File: src/rtl/thermo_slew_pkg.sv
// Shared constants, FSM encoding and the binary-to-thermometer helper for the
// thermometer slew controller.
package thermo_slew_pkg;

   localparam int TS_N_ARRAY = 47;
   localparam int TS_CODE_W  = 6;
   localparam int TS_DIV_W   = 8;

   typedef enum logic [0:0] {
      IDLE = 1'b0,
      SLEW = 1'b1
   } ts_state_e;

   localparam logic [0:0] S_IDLE = IDLE;
   localparam logic [0:0] S_SLEW = SLEW;

   // Bit i is set iff i < code.
   function automatic logic [TS_N_ARRAY-1:0] bin2therm(input logic [TS_CODE_W-1:0] code);
      logic [TS_N_ARRAY-1:0] therm;
      for (int i = 0; i < TS_N_ARRAY; i++) begin
         therm[i] = (i < int'(code));
      end
      return therm;
   endfunction

endpackage

File: src/rtl/thermo_slew_ctrl_step_tick_gen.sv
// Step prescaler: emits one tick every (div+1) enabled cycles, restarted by a
// synchronous clear that also latches the divider value.
module step_tick_gen
   import thermo_slew_pkg::*;
#(
   parameter int DIV_W = TS_DIV_W
)
(
   input  logic             i_clk,
   input  logic             i_rst_n,
   input  logic             i_clear,
   input  logic             i_enable,
   input  logic [DIV_W-1:0] i_div,
   output logic             o_tick
);

   logic [DIV_W-1:0] r_div;
   logic [DIV_W-1:0] r_cnt;

   // Down-counter loaded with div; terminal count at zero reloads it.
   always_ff @(posedge i_clk or negedge i_rst_n) begin
      if (!i_rst_n) begin
         r_div <= '0;
         r_cnt <= '0;
      end else if (i_clear) begin
         r_div <= i_div;
         r_cnt <= i_div;
      end else if (i_enable) begin
         if (r_cnt == '0) begin
            r_cnt <= r_div;
         end else begin
            r_cnt <= r_cnt - DIV_W'(1);
         end
      end
   end

   assign o_tick = i_enable && (r_cnt == '0);

endmodule

File: src/rtl/thermo_slew_ctrl.sv
// Slews the switch-array thermometer bus one unit cell per step toward an
// accepted binary target code, at a rate set by the latched step divider.
//
//   state  | meaning
//   -------+---------------------------------------------------------------
//   S_IDLE | ready for a new code; ctrl holds at cur_code
//   S_SLEW | stepping cur_code toward target on each divider tick
module thermo_slew_ctrl
   import thermo_slew_pkg::*;
#(
   parameter int N_ARRAY = TS_N_ARRAY,
   parameter int CODE_W  = TS_CODE_W,
   parameter int DIV_W   = TS_DIV_W
)
(
   input  logic               i_clk,
   input  logic               i_rst_n,
   input  logic [CODE_W-1:0]  i_code_in,
   input  logic               i_code_valid,
   output logic               o_code_ready,
   input  logic [DIV_W-1:0]   i_step_div,
   output logic [N_ARRAY-1:0] o_ctrl,
   output logic [CODE_W-1:0]  o_cur_code,
   output logic               o_busy,
   output logic               o_sat_err
);

   localparam logic [CODE_W-1:0] MAX_CODE = CODE_W'(N_ARRAY);

   logic [0:0]         r_state;
   logic [CODE_W-1:0]  r_cur_code;
   logic [CODE_W-1:0]  r_target;
   logic [N_ARRAY-1:0] r_ctrl;
   logic               r_ready;
   logic               r_sat_err;

   logic               w_accept;
   logic               w_over;
   logic [CODE_W-1:0]  w_clamped;
   logic               w_slewing;
   logic               w_tick;
   logic [CODE_W-1:0]  w_next_code;
   logic               w_arrive;

   assign w_slewing   = (r_state == S_SLEW);
   assign w_accept    = i_code_valid && r_ready && (r_state == S_IDLE);
   assign w_over      = (i_code_in > MAX_CODE);
   assign w_clamped   = w_over ? MAX_CODE : i_code_in;
   assign w_next_code = (r_cur_code < r_target) ? (r_cur_code + CODE_W'(1))
                                                : (r_cur_code - CODE_W'(1));
   assign w_arrive    = (w_next_code == r_target);

   step_tick_gen #(
      .DIV_W (DIV_W)
   ) u_step_tick_gen (
      .i_clk    (i_clk),
      .i_rst_n  (i_rst_n),
      .i_clear  (w_accept),
      .i_enable (w_slewing),
      .i_div    (i_step_div),
      .o_tick   (w_tick)
   );

   // Ready is registered so it stays low through reset and rises one cycle
   // after release, and so it rises on the same edge as the final step.
   always_ff @(posedge i_clk or negedge i_rst_n) begin
      if (!i_rst_n) begin
         r_state    <= S_IDLE;
         r_cur_code <= '0;
         r_target   <= '0;
         r_ctrl     <= '0;
         r_ready    <= 1'b0;
         r_sat_err  <= 1'b0;
      end else begin
         r_sat_err <= 1'b0;
         case (r_state)
            S_IDLE: begin
               r_ready <= 1'b1;
               if (w_accept) begin
                  r_target  <= w_clamped;
                  r_sat_err <= w_over;
                  if (w_clamped != r_cur_code) begin
                     r_state <= S_SLEW;
                     r_ready <= 1'b0;
                  end
               end
            end
            S_SLEW: begin
               if (w_tick) begin
                  r_cur_code <= w_next_code;
                  r_ctrl     <= bin2therm(w_next_code);
                  if (w_arrive) begin
                     r_state <= S_IDLE;
                     r_ready <= 1'b1;
                  end
               end
            end
            default: begin
               r_state <= S_IDLE;
               r_ready <= 1'b0;
            end
         endcase
      end
   end

   assign o_code_ready = r_ready;
   assign o_ctrl       = r_ctrl;
   assign o_cur_code   = r_cur_code;
   assign o_busy       = w_slewing;
   assign o_sat_err    = r_sat_err;

endmodule

File: config.mk
export PLATFORM = sky130hd
export DESIGN_NAME = thermo_slew_ctrl
export DESIGN_NICKNAME = d
export VERILOG_FILES = /design/src/rtl/thermo_slew_pkg.sv /design/src/rtl/thermo_slew_ctrl_step_tick_gen.sv /design/src/rtl/thermo_slew_ctrl.sv
export SDC_FILE = /design/constraint.sdc
export NUM_CORES = 1
export LEC_CHECK = 0
export CAP_MARGIN = 20
export CORE_MARGIN = 5
export CORE_UTILIZATION = 45
export CTS_CLUSTER_DIAMETER = 80
export DETAILED_ROUTE_END_ITERATION = 10
export PLACE_DENSITY = 0.7
export SYNTH_ARGS = -nofsm -noshare
export SYNTH_HDL_FRONTEND = slang
export SYNTH_SLANG_ARGS = --single-unit
File: constraint.sdc
create_clock -name i_clk -period 8 [get_ports i_clk]
set_input_delay 2.4 -clock i_clk [delete_from_list [all_inputs] [get_ports i_clk]]
set_output_delay 2.4 -clock i_clk [all_outputs]
set_load 0.02 [all_outputs]
==> results by group, run 1 <==
Pwr
  – Share of power burned in registers: about 43%
  – Cell Pwr Density: between 200 and 300 nW/um^2
  – LEAKAGE: 2.18 nW
  – VDD IR max: about 0.00016 V
  – Comb pwr share: between 30% and 40%
  – Pint: 0.850 mW
  – Sw power: about 0.5 mW
  – Switching Fraction: a little under two fifths
  – Clock power share: around a fifth
  – Pwr Total: about 1.3 mW

Finish
  – Commonest cells after routing, fill and taps aside: dfrtp_1, clkdlybuf4s50_1, nand2_1, o21ai_0, a21oi_1
  – Post-Layout Cell Count: 586
  – Net count, final: roughly 510
  – Final instance area: about 4900 sq um
  – N_diodes: 0
  – Area Overhead vs Synth: 25.0%
  – Layout cell share with drive strength beyond 1: slightly below 8%
  – Commonest non-fill, non-tap cell in the layout: dfrtp_1

Global routing
  – Total gr overflow: 0
  – First-pass GRT wire length: approximately 16 mm
  – Initial antenna violation count: 0
  – Vias in the first global route: about 3200
  – Gr usage total: 19.2%
  – Largest net degree at the start of global routing: between 70 and 80

Run status
  – Outcome: completed

Logic synthesis
  – Mapped Cells: 411
  – Register bit total from synthesis: just under 80
  – Synth warn: 0
  – Sequential fraction of the synthesis area: 49.1%
  – Net Count, Synth: around 440
  – Dominant synthesized flop cell: dfrtp_1
  – EDFF count, synth: 0
  – Async SR Flop Fraction: 100%
  – Avg Inst Size Synth: about 9.6 sq um
  – Cell variety after synth: 45
  – Post-Syn Area: a little under 4000 sq um

Flow run
  – Max-cap violations: 0

Critical path
  – Startpoint types: flop
  – CP Data Required Time: about 8.2 ns
  – CP cell instances: ha_1 -> nand2_1 -> nor2_1 -> a2111oi_4 -> inv_1 -> ha_1 -> a21oi_1 -> nand2_1 -> xnor2_1 -> nand2_1 -> nor3_1 -> a31oi_1
  – Slowest-stage cell, CP: xnor2_1
  – CP startpoint: o_ctrl[31]$_DFFE_PN0P_
  – Largest stage delay, worst path: about 0.7 ns
  – Buf/Inv on CP: 1
  – Crit Path Class: flop to flop
  – Data arrival, critical path: ~4.6 ns
  – Top cell family by delay on the critical path: simple AND/OR/NAND/NOR gates
  – Worst Setup End Kind: flop
  – Crit-path max FO: 13
  – Most Frequent Cell on Critical Path: nand2_1
  – Reg-to-reg startpoint: o_ctrl[31]$_DFFE_PN0P_

Floorplan
  – Num ports: between 70 and 80
  – Die ar.: approximately 11000 sq um
  – Chip width: between 100 and 150 um
  – Core Region: between 8000 and 9000 sq um
  – Starting density of the core: ~46%
  – Row count: 34
  – Die height: 103 um

Timing
  – Worst-margin pin slew: between 1 and 1.5 ns
  – Final setup violation count: 0
  – Max Slew Vio Count: 0
  – Setup total negative slack: 0 ns
  – Final Skew: between 0.01 and 0.015 ns
  – Fin. Hold Viols: 0
  – Worst slew margin: between 30 and 40%
  – Final hold slack: about 0.47 ns
  – Min Tclk post-route: 4.39 ns
  – Maximum clock rate: between 200 and 250 MHz
  – Final Cycle Share: around 55%
  – RSZ-0062 raised after global routing: no

Clock tree
  – Sink Count: 77
  – Post-cts resize count: 0
  – H-tree depth: 3
  – CTS Buf Count: 9
  – Setup bufs post-CTS: 0
  – Hold buffers post-CTS: 0
  – Root buffer cell: clkbuf_8
  – Clock latency on the worst-skew pair: about 0.36 ns
  – Clock slew seen by the registers of the worst setup and hold paths: 0.08 ns
  – Clk buf depth: 2
  – CTS tree: done

Routing
  – Wire length per cell: between 15 and 20 um
  – Vias per std cell: between 5 and 6
  – DRC Markers: 0
  – Post-route ant nets: 0
  – Drt pass-1 iters: 4
  – Vias: roughly 3200
  – Post-Route WL: roughly 9.7 mm
  – Initial DRC Count: between 100 and 150

Placed design
  – GP Congestion: about 0.83
  – Port bufs: 72
  – Post-DP HPWL: around 6.6 mm
  – Area after DPL: 4710 sq um
  – Placed cell count: between 500 and 600

Worst hold path
  – Hold_sp: o_ctrl[34]$_DFFE_PN0P_
  – Worst Hold Class: flop to flop
[layout make-up]
type	instances	area, sq um
Clock buffer	11	141
Clock inverter	5	35.0
Fill cell	777	3680
Inverter	16	60.1
Multi-Input combinational cell	292	1850
Sequential cell	77	1930
Tap cell	108	135
Timing Repair Buffer	77	763
[worst reg2reg max path, cell delays in order (launching register included)]
cell,delay [ns]
dfrtp_1,0.50
ha_1,0.41
nand2_1,0.10
nor2_1,0.07
a2111oi_4,0.54
inv_1,0.26
ha_1,0.39
a21oi_1,0.22
nand2_1,0.13
xnor2_1,0.70
nand2_1,0.34
nor3_1,0.43
a31oi_1,0.14
[registers in the layout, summed over array words and instances (netlist names)]
| register | cells |
|---|---|
| u_step_tick_gen.r_cnt | 8 |
| u_step_tick_gen.r_div | 8 |
| r_target | 6 |
| o_code_ready | 1 |
| o_sat_err | 1 |
| o_ctrl | 47 |
| o_busy | 1 |
| o_cur_code | 5 |
[kinds of logic after synthesis]
kind of cell / count (synthesis) / synth area share (%)
AO/OA/AOI/OAI: 126 / 19.1
XOR/XNOR: 18 / 4.81
adder cells (fa/ha/maj): 16 / 5.29
buffers and inverters: 42 / 4.27
flip-flops: 77 / 49.1
multiplexers: 15 / 4.14
AND/OR/NAND/NOR: 117 / 13.3
[metrics by stage]
step	setup WS (ns)	utilization, %
2_1_floorplan	4.44	-
3_3_place_gp	3.66	54.8
3_5_place_dp	3.62	54.8
4_1_cts	3.63	56.9
5_1_grt	3.31	57.1
6_report	3.61	57.1
[power groups by stage]
stage	sequential, mW	combinational [mW]	clock [mW]
after floorplan	0.615	0.274	0
after global routing	0.596	0.547	0.297
after CTS	0.580	0.498	0.281
final	0.580	0.496	0.273
after detailed placement	0.586	0.496	0
after global placement	0.584	0.486	0
[path summary, 6_finish.rpt]
kind,slack [ns],depth (start not counted),end
hold reg to reg,0.47,2,o_ctrl[34]$_DFFE_PN0P_
hold / removal,0.47,2,o_ctrl[34]$_DFFE_PN0P_
max in group asynchronous,5.18,1,u_step_tick_gen.r_cnt[0]$_DFFE_PN0P_
setup reg to reg,3.61,12,o_ctrl[1]$_DFFE_PN0P_
setup / recovery,3.61,12,o_ctrl[1]$_DFFE_PN0P_
min in group asynchronous,2.19,1,r_target[0]$_DFFE_PN0P_
[per-layer routing]
metal | GRT usage, % | up-vias | share of wire, %
li1 | - | 1566 | -
met1 | 25.2 | 1535 | 45
met2 | 29.8 | 90 | 47
met3 | 8.32 | 6 | 7.6
met4 | 4.08 | 0 | 0.70
met5 | 0 | - | 0
[synthesized netlist by cell type (2+ instances only)]
| cell type | n | area [sq um] |
|---|---|---|
| buf_2 | 5 | 25.0 |
| o31ai_1 | 3 | 22.5 |
| nor3_1 | 11 | 55.1 |
| or4_1 | 2 | 15.0 |
| o311ai_0 | 3 | 26.3 |
| a211oi_1 | 6 | 45.0 |
| xor2_1 | 6 | 52.6 |
| nand3_1 | 4 | 20.0 |
| a21o_1 | 2 | 15.0 |
| and2_1 | 2 | 12.5 |
| nor2_1 | 28 | 105 |
| o21ai_0 | 47 | 235 |
| a21oi_1 | 39 | 195 |
| mux2i_1 | 5 | 50.1 |
| nand2_1 | 53 | 199 |
| o22a_1 | 8 | 70.1 |
| clkbuf_1 | 19 | 71.3 |
| a31oi_1 | 12 | 75.1 |
| ha_1 | 15 | 188 |
| mux2_2 | 10 | 113 |
| xnor2_1 | 10 | 87.6 |
| dfrtp_1 | 77 | 1930 |
| inv_1 | 16 | 60.1 |
| and3_1 | 6 | 37.5 |
| or3_1 | 2 | 12.5 |
No activity file was read; power rests on OpenSTA's default activity.
==> inputs of run 2 (changes only) <==
clock period = 4.6 ns   (was 8 ns; I/O delays follow)
==> results by group, run 2 (same netlist as run 1, synthesis figures left out) <==
Run status
  – Outcome: completed

Routing
  – Vias per std cell: approximately 5.6
  – Post-Route WL: ~10 mm
  – Post-route ant nets: 0
  – DRC Markers: 0
  – Initial DRC Count: between 100 and 150
  – Wire length per cell: ~17 um
  – Vias: 3267
  – Drt pass-1 iters: 4

Finish
  – Area Overhead vs Synth: 26.4%
  – Layout cell share with drive strength beyond 1: between 8 and 9%
  – Finished Core Util: between 50 and 60%
  – Commonest non-fill, non-tap cell in the layout: dfrtp_1
  – Net count, final: approximately 510
  – Max reg flops: between 40 and 50
  – Number of fill cells: between 700 and 800
  – Commonest cells after routing, fill and taps aside: dfrtp_1, clkdlybuf4s50_1, nand2_1, o21ai_0, a21oi_1
  – N_diodes: 0

Timing
  – Final hold slack: roughly 0.48 ns
  – Worst-margin pin slew: slightly above 1 ns
  – Maximum clock rate: approximately 250 MHz
  – Final setup violation count: 0
  – Worst slew margin: 31.6%
  – Final Cycle Share: 87.6%
  – Final Skew: roughly 0.0083 ns
  – Fin. Hold Viols: 0
  – Max Slew Vio Count: 0
  – Setup total negative slack: 0 ns
  – RSZ-0062 raised after global routing: no
  – Min Tclk post-route: a little over 4 ns

Clock tree
  – CTS Buf Count: 9
  – Setup bufs post-CTS: 0
  – Root buffer cell: clkbuf_8
  – Hold buffers post-CTS: 0
  – CTS tree: done
  – Clock latency on the worst-skew pair: ~0.35 ns
  – H-tree depth: 3
  – Clk buf depth: 2
  – Sink Count: between 70 and 80
  – Clock slew seen by the registers of the worst setup and hold paths: around 0.09 ns
  – Post-cts resize count: 0

Floorplan
  – Core Region: about 8600 sq um
  – Row count: 34
  – Die height: 103 um
  – Die ar.: about 11000 sq um
  – Num ports: between 70 and 80
  – Starting density of the core: a little under half
  – Chip width: 103 um

Pwr
  – LEAKAGE: ~2.2 nW
  – Cell Pwr Density: around 500 nW/um^2
  – VDD IR max: around 0.00028 V

Global routing
  – Initial antenna violation count: 0
  – Largest net degree at the start of global routing: between 70 and 80
  – First-pass GRT wire length: about 17 mm
  – Gr usage total: around a fifth
  – Total gr overflow: 0
  – Vias in the first global route: 3214

Critical path
  – CP cell instances: ha_1 -> nand2_1 -> nor2_1 -> a2111oi_4 -> inv_1 -> ha_1 -> a21oi_1 -> mux2i_1 -> nand3b_1 -> xor2_2 -> or3_1 -> o22a_1
  – Buf/Inv on CP: 1
  – Worst Setup End Kind: flop
  – Slowest-stage cell, CP: or3_1
  – Crit Path Class: flop to flop
  – Data arrival, critical path: 4.26 ns
  – Most Frequent Cell on Critical Path: ha_1
  – Largest stage delay, worst path: 0.56 ns
  – Top cell family by delay on the critical path: compound AO/OA/AOI/OAI gates
  – Crit-path max FO: 10
  – CP Data Required Time: slightly below 5 ns
  – Startpoint types: flop

Placed design
  – Post-DP HPWL: 6.90 mm
  – GP Congestion: roughly 0.86
  – Port bufs: 72

Flow run
  – Max-cap violations: 0

Worst hold path
  – Worst Hold Class: flop to flop
==> run 2: routing by layer <==
layer	vias up	track usage (%)	share of wire, %
li1	1565	-	-
met2	101	31.3	48
met1	1586	27.4	44
met3	15	4.09	6.4
met4	0	6.57	1.4
met5	-	0	0
==> run 2: worst register-to-register path, cell delays in order (launching register included) <==
cell and delay, ns:
dfrtp_1 0.51, ha_1 0.41, nand2_1 0.09, nor2_1 0.06, a2111oi_4 0.54, inv_1 0.25
ha_1 0.35, a21oi_1 0.23, mux2i_1 0.22, nand3b_1 0.21, xor2_2 0.27, or3_1 0.56
o22a_1 0.23
==> run 2: metrics by stage <==
stage                     std cells  cell area (sq um)  total power [mW]  setup slack [ns]
after detailed placement        571               4730              1.89             0.578
after global routing            587               4960              2.63             0.207
final                           587               4960              2.47             0.568
after CTS                       587               4960              2.49             0.573
after floorplan                 411               3930              1.55              1.04
after global placement          571               4730              1.86             0.818
==> run 2: layout make-up <==
type	count	area, sq um	area share, %
tap	108	135	2.72
multi-input combinational	292	1850	37.2
inverter	16	60.1	1.21
sequential	77	1930	38.8
clock inverter	6	93.8	1.89
clock buffer	10	138	2.77
timing repair buffer	78	763	15.4
==> run 2: report_power, final <==
group          switching, mW  internal (mW)  total, mW
logic                  0.455          0.413      0.867
clock network          0.267          0.325      0.592
registers              0.157          0.853       1.01
total                  0.878           1.59       2.47
==> run 2: worst paths after layout <==
kind / endpoint / startpoint / cells past startpoint / slack (ns)
setup reg to reg: o_ctrl[12]$_DFFE_PN0P_ / o_ctrl[31]$_DFFE_PN0P_ / 12 / 0.57
max in group asynchronous: o_cur_code[0]$_DFFE_PN0P_ / i_rst_n / 1 / 2.78
hold reg to reg: o_ctrl[33]$_DFFE_PN0P_ / o_ctrl[33]$_DFFE_PN0P_ / 2 / 0.48
min in group asynchronous: r_target[1]$_DFFE_PN0P_ / i_rst_n / 1 / 1.17
hold / removal: o_ctrl[33]$_DFFE_PN0P_ / o_ctrl[33]$_DFFE_PN0P_ / 2 / 0.48
setup / recovery: o_ctrl[12]$_DFFE_PN0P_ / o_ctrl[31]$_DFFE_PN0P_ / 12 / 0.57
==> inputs of run 3 (changes only) <==
CORE_MARGIN = default   (was 5)
==> results by group, run 3 (same netlist as run 1, synthesis figures left out) <==
Run status
  – Outcome: completed

Placed design
  – GP Congestion: between 0.8 and 0.9
  – Port bufs: 72
  – DP Worst Slack: about 0.36 ns
  – Area after DPL: 4750 sq um
  – Post-DP HPWL: between 6 and 7 mm
  – Placed cell count: 570

Floorplan
  – Core Region: about 8300 sq um
  – Starting density of the core: 47.1%
  – Row count: 33
  – Die ar.: a little over 9000 sq um
  – Num ports: 73
  – Die height: 95.4 um
  – Chip width: ~95 um

Timing
  – Final Cycle Share: between 90 and 100%
  – Min Tclk post-route: between 4 and 5 ns
  – Worst slew margin: 33.0%
  – Maximum clock rate: 236 MHz
  – Max Slew Vio Count: 0
  – Worst-margin pin slew: between 1 and 1.5 ns
  – Final Skew: ~0.014 ns
  – Post-route setup slack: about 0.36 ns
  – Fin. Hold Viols: 0
  – RSZ-0062 raised after global routing: no
  – Setup total negative slack: 0 ns
  – Final setup violation count: 0

Finish
  – Area Overhead vs Synth: 25.6%
  – Net count, final: 509
  – Final instance area: ~5000 sq um
  – N_diodes: 0
  – Commonest cells after routing, fill and taps aside: dfrtp_1, clkdlybuf4s50_1, nand2_1, o21ai_0, a21oi_1
  – Layout cell share with drive strength beyond 1: under 10%
  – Max reg flops: 47
  – Commonest non-fill, non-tap cell in the layout: dfrtp_1
  – Number of fill cells: 735
  – Post-Layout Cell Count: between 500 and 600

Clock tree
  – Post-cts resize count: 0
  – CTS Buf Count: 9
  – Clock latency on the worst-skew pair: 0.35 ns
  – Clock slew seen by the registers of the worst setup and hold paths: about 0.080 ns
  – Sink Count: 77
  – Hold buffers post-CTS: 0
  – Clk buf depth: 2
  – Root buffer cell: clkbuf_8
  – Setup bufs post-CTS: 0
  – H-tree depth: 3
  – CTS tree: done

Pwr
  – Switching Fraction: between 30% and 40%
  – Comb pwr share: 36.4%
  – Share of power burned in registers: between 40% and 50%
  – LEAKAGE: 2.19 nW
  – VDD IR max: between 0.0002 and 0.0003 V
  – Clock power share: approximately a fifth
  – Sw power: roughly 0.9 mW
  – Pint: ~1.5 mW
  – Cell Pwr Density: 486 nW/um^2

Critical path
  – R2R Setup Slk: between 0.3 and 0.4 ns
  – Crit Path Class: flop to flop
  – Worst Setup End Kind: flop
  – Largest stage delay, worst path: 0.55 ns
  – Reg-to-reg startpoint: o_ctrl[31]$_DFFE_PN0P_
  – Most Frequent Cell on Critical Path: ha_1
  – CP Data Required Time: between 4 and 5 ns
  – Startpoint types: flop
  – Data arrival, critical path: ~4.5 ns
  – CP cell instances: ha_1 -> nand2_1 -> nor2_1 -> a2111oi_4 -> inv_1 -> ha_1 -> a21oi_1 -> mux2i_1 -> nand3b_1 -> xor2_2 -> buf_4 -> or3_1 -> o22a_1
  – Slowest-stage cell, CP: a2111oi_4
  – Crit-path max FO: 18
  – CP startpoint: o_ctrl[31]$_DFFE_PN0P_

Global routing
  – Gr usage total: a little under a quarter
  – Total gr overflow: 0
  – First-pass GRT wire length: 16.0 mm
  – Vias in the first global route: around 3100
  – Initial antenna violation count: 0
  – Largest net degree at the start of global routing: 78

Worst hold path
  – Hold_sp: o_ctrl[32]$_DFFE_PN0P_
  – Worst Hold Class: flop to flop

Flow run
  – Max-cap violations: 0

Routing
  – Post-Route WL: between 9 and 10 mm
  – Vias: roughly 3200
  – Vias per std cell: about 5.5
  – Initial DRC Count: 159
  – Post-route ant nets: 0
  – Wire length per cell: between 15 and 20 um
  – DRC Markers: 0
  – Drt pass-1 iters: 5
-- run 3: per-stage QoR --
| step | power, mW | util, % | hold WS, ns |
|---|---|---|---|
| 4_1_cts | 2.41 | 59.2 | 0.482 |
| 6_report | 2.40 | 59.2 | 0.476 |
| 3_3_place_gp | 1.88 | 56.9 | 0.460 |
| 5_1_grt | 2.55 | 59.2 | 0.510 |
| 2_1_floorplan | 1.55 | - | 0.450 |
| 3_5_place_dp | 1.90 | 56.9 | 0.464 |
-- run 3: power by group through the flow --
| stage | Sequential (mW) | Combinational [mW] | Clock (mW) |
|---|---|---|---|
| global placement | 1.02 | 0.853 | 0 |
| floorplan | 1.07 | 0.476 | 0 |
| CTS | 1.02 | 0.877 | 0.517 |
| global route | 1.04 | 0.957 | 0.544 |
| detailed placement | 1.03 | 0.870 | 0 |
| finish | 1.02 | 0.873 | 0.509 |
-- run 3: area by class of cell --
class	instances	area (sq um)	share of cell area, %
multi-input combinational	292	1850	37.5
inverter	16	60.1	1.22
clock buffer	10	128	2.59
sequential	77	1930	39.0
tap	105	131	2.66
timing repair buffer	80	778	15.8
clock inverter	5	60.1	1.22
-- run 3: per-layer routing --
layer	track usage, %	part of all wire, %	routed length (um)	up-vias
li1	-	-	-	1571
met1	32.7	47	4650	1537
met2	37.0	47	4640	93
met3	3.51	4.5	448	11
met4	8.08	1.3	129	0
met5	0	0	0	-
-- run 3: final timing paths --
check                           depth (start not counted)                       to
max in group asynchronous                               1   o_ctrl[11]$_DFFE_PN0P_
min in group asynchronous                               1  r_target[2]$_DFFE_PN0P_
worst min-delay path                                    2   o_ctrl[32]$_DFFE_PN0P_
worst max register to register                         13   o_ctrl[11]$_DFFE_PN0P_
worst min register to register                          2   o_ctrl[32]$_DFFE_PN0P_
worst max-delay path                                   13   o_ctrl[11]$_DFFE_PN0P_
-- run 3: critical path, delay by kind of cell (launching register included) --
kind            cells  cell delay [ns]
mux                 1             0.26
fa+ha+maj           2             0.77
xor+xnor            1             0.21
buf+inv             2             0.48
compound gates      3             1.03
flops               1             0.49
simple gates        4             0.88
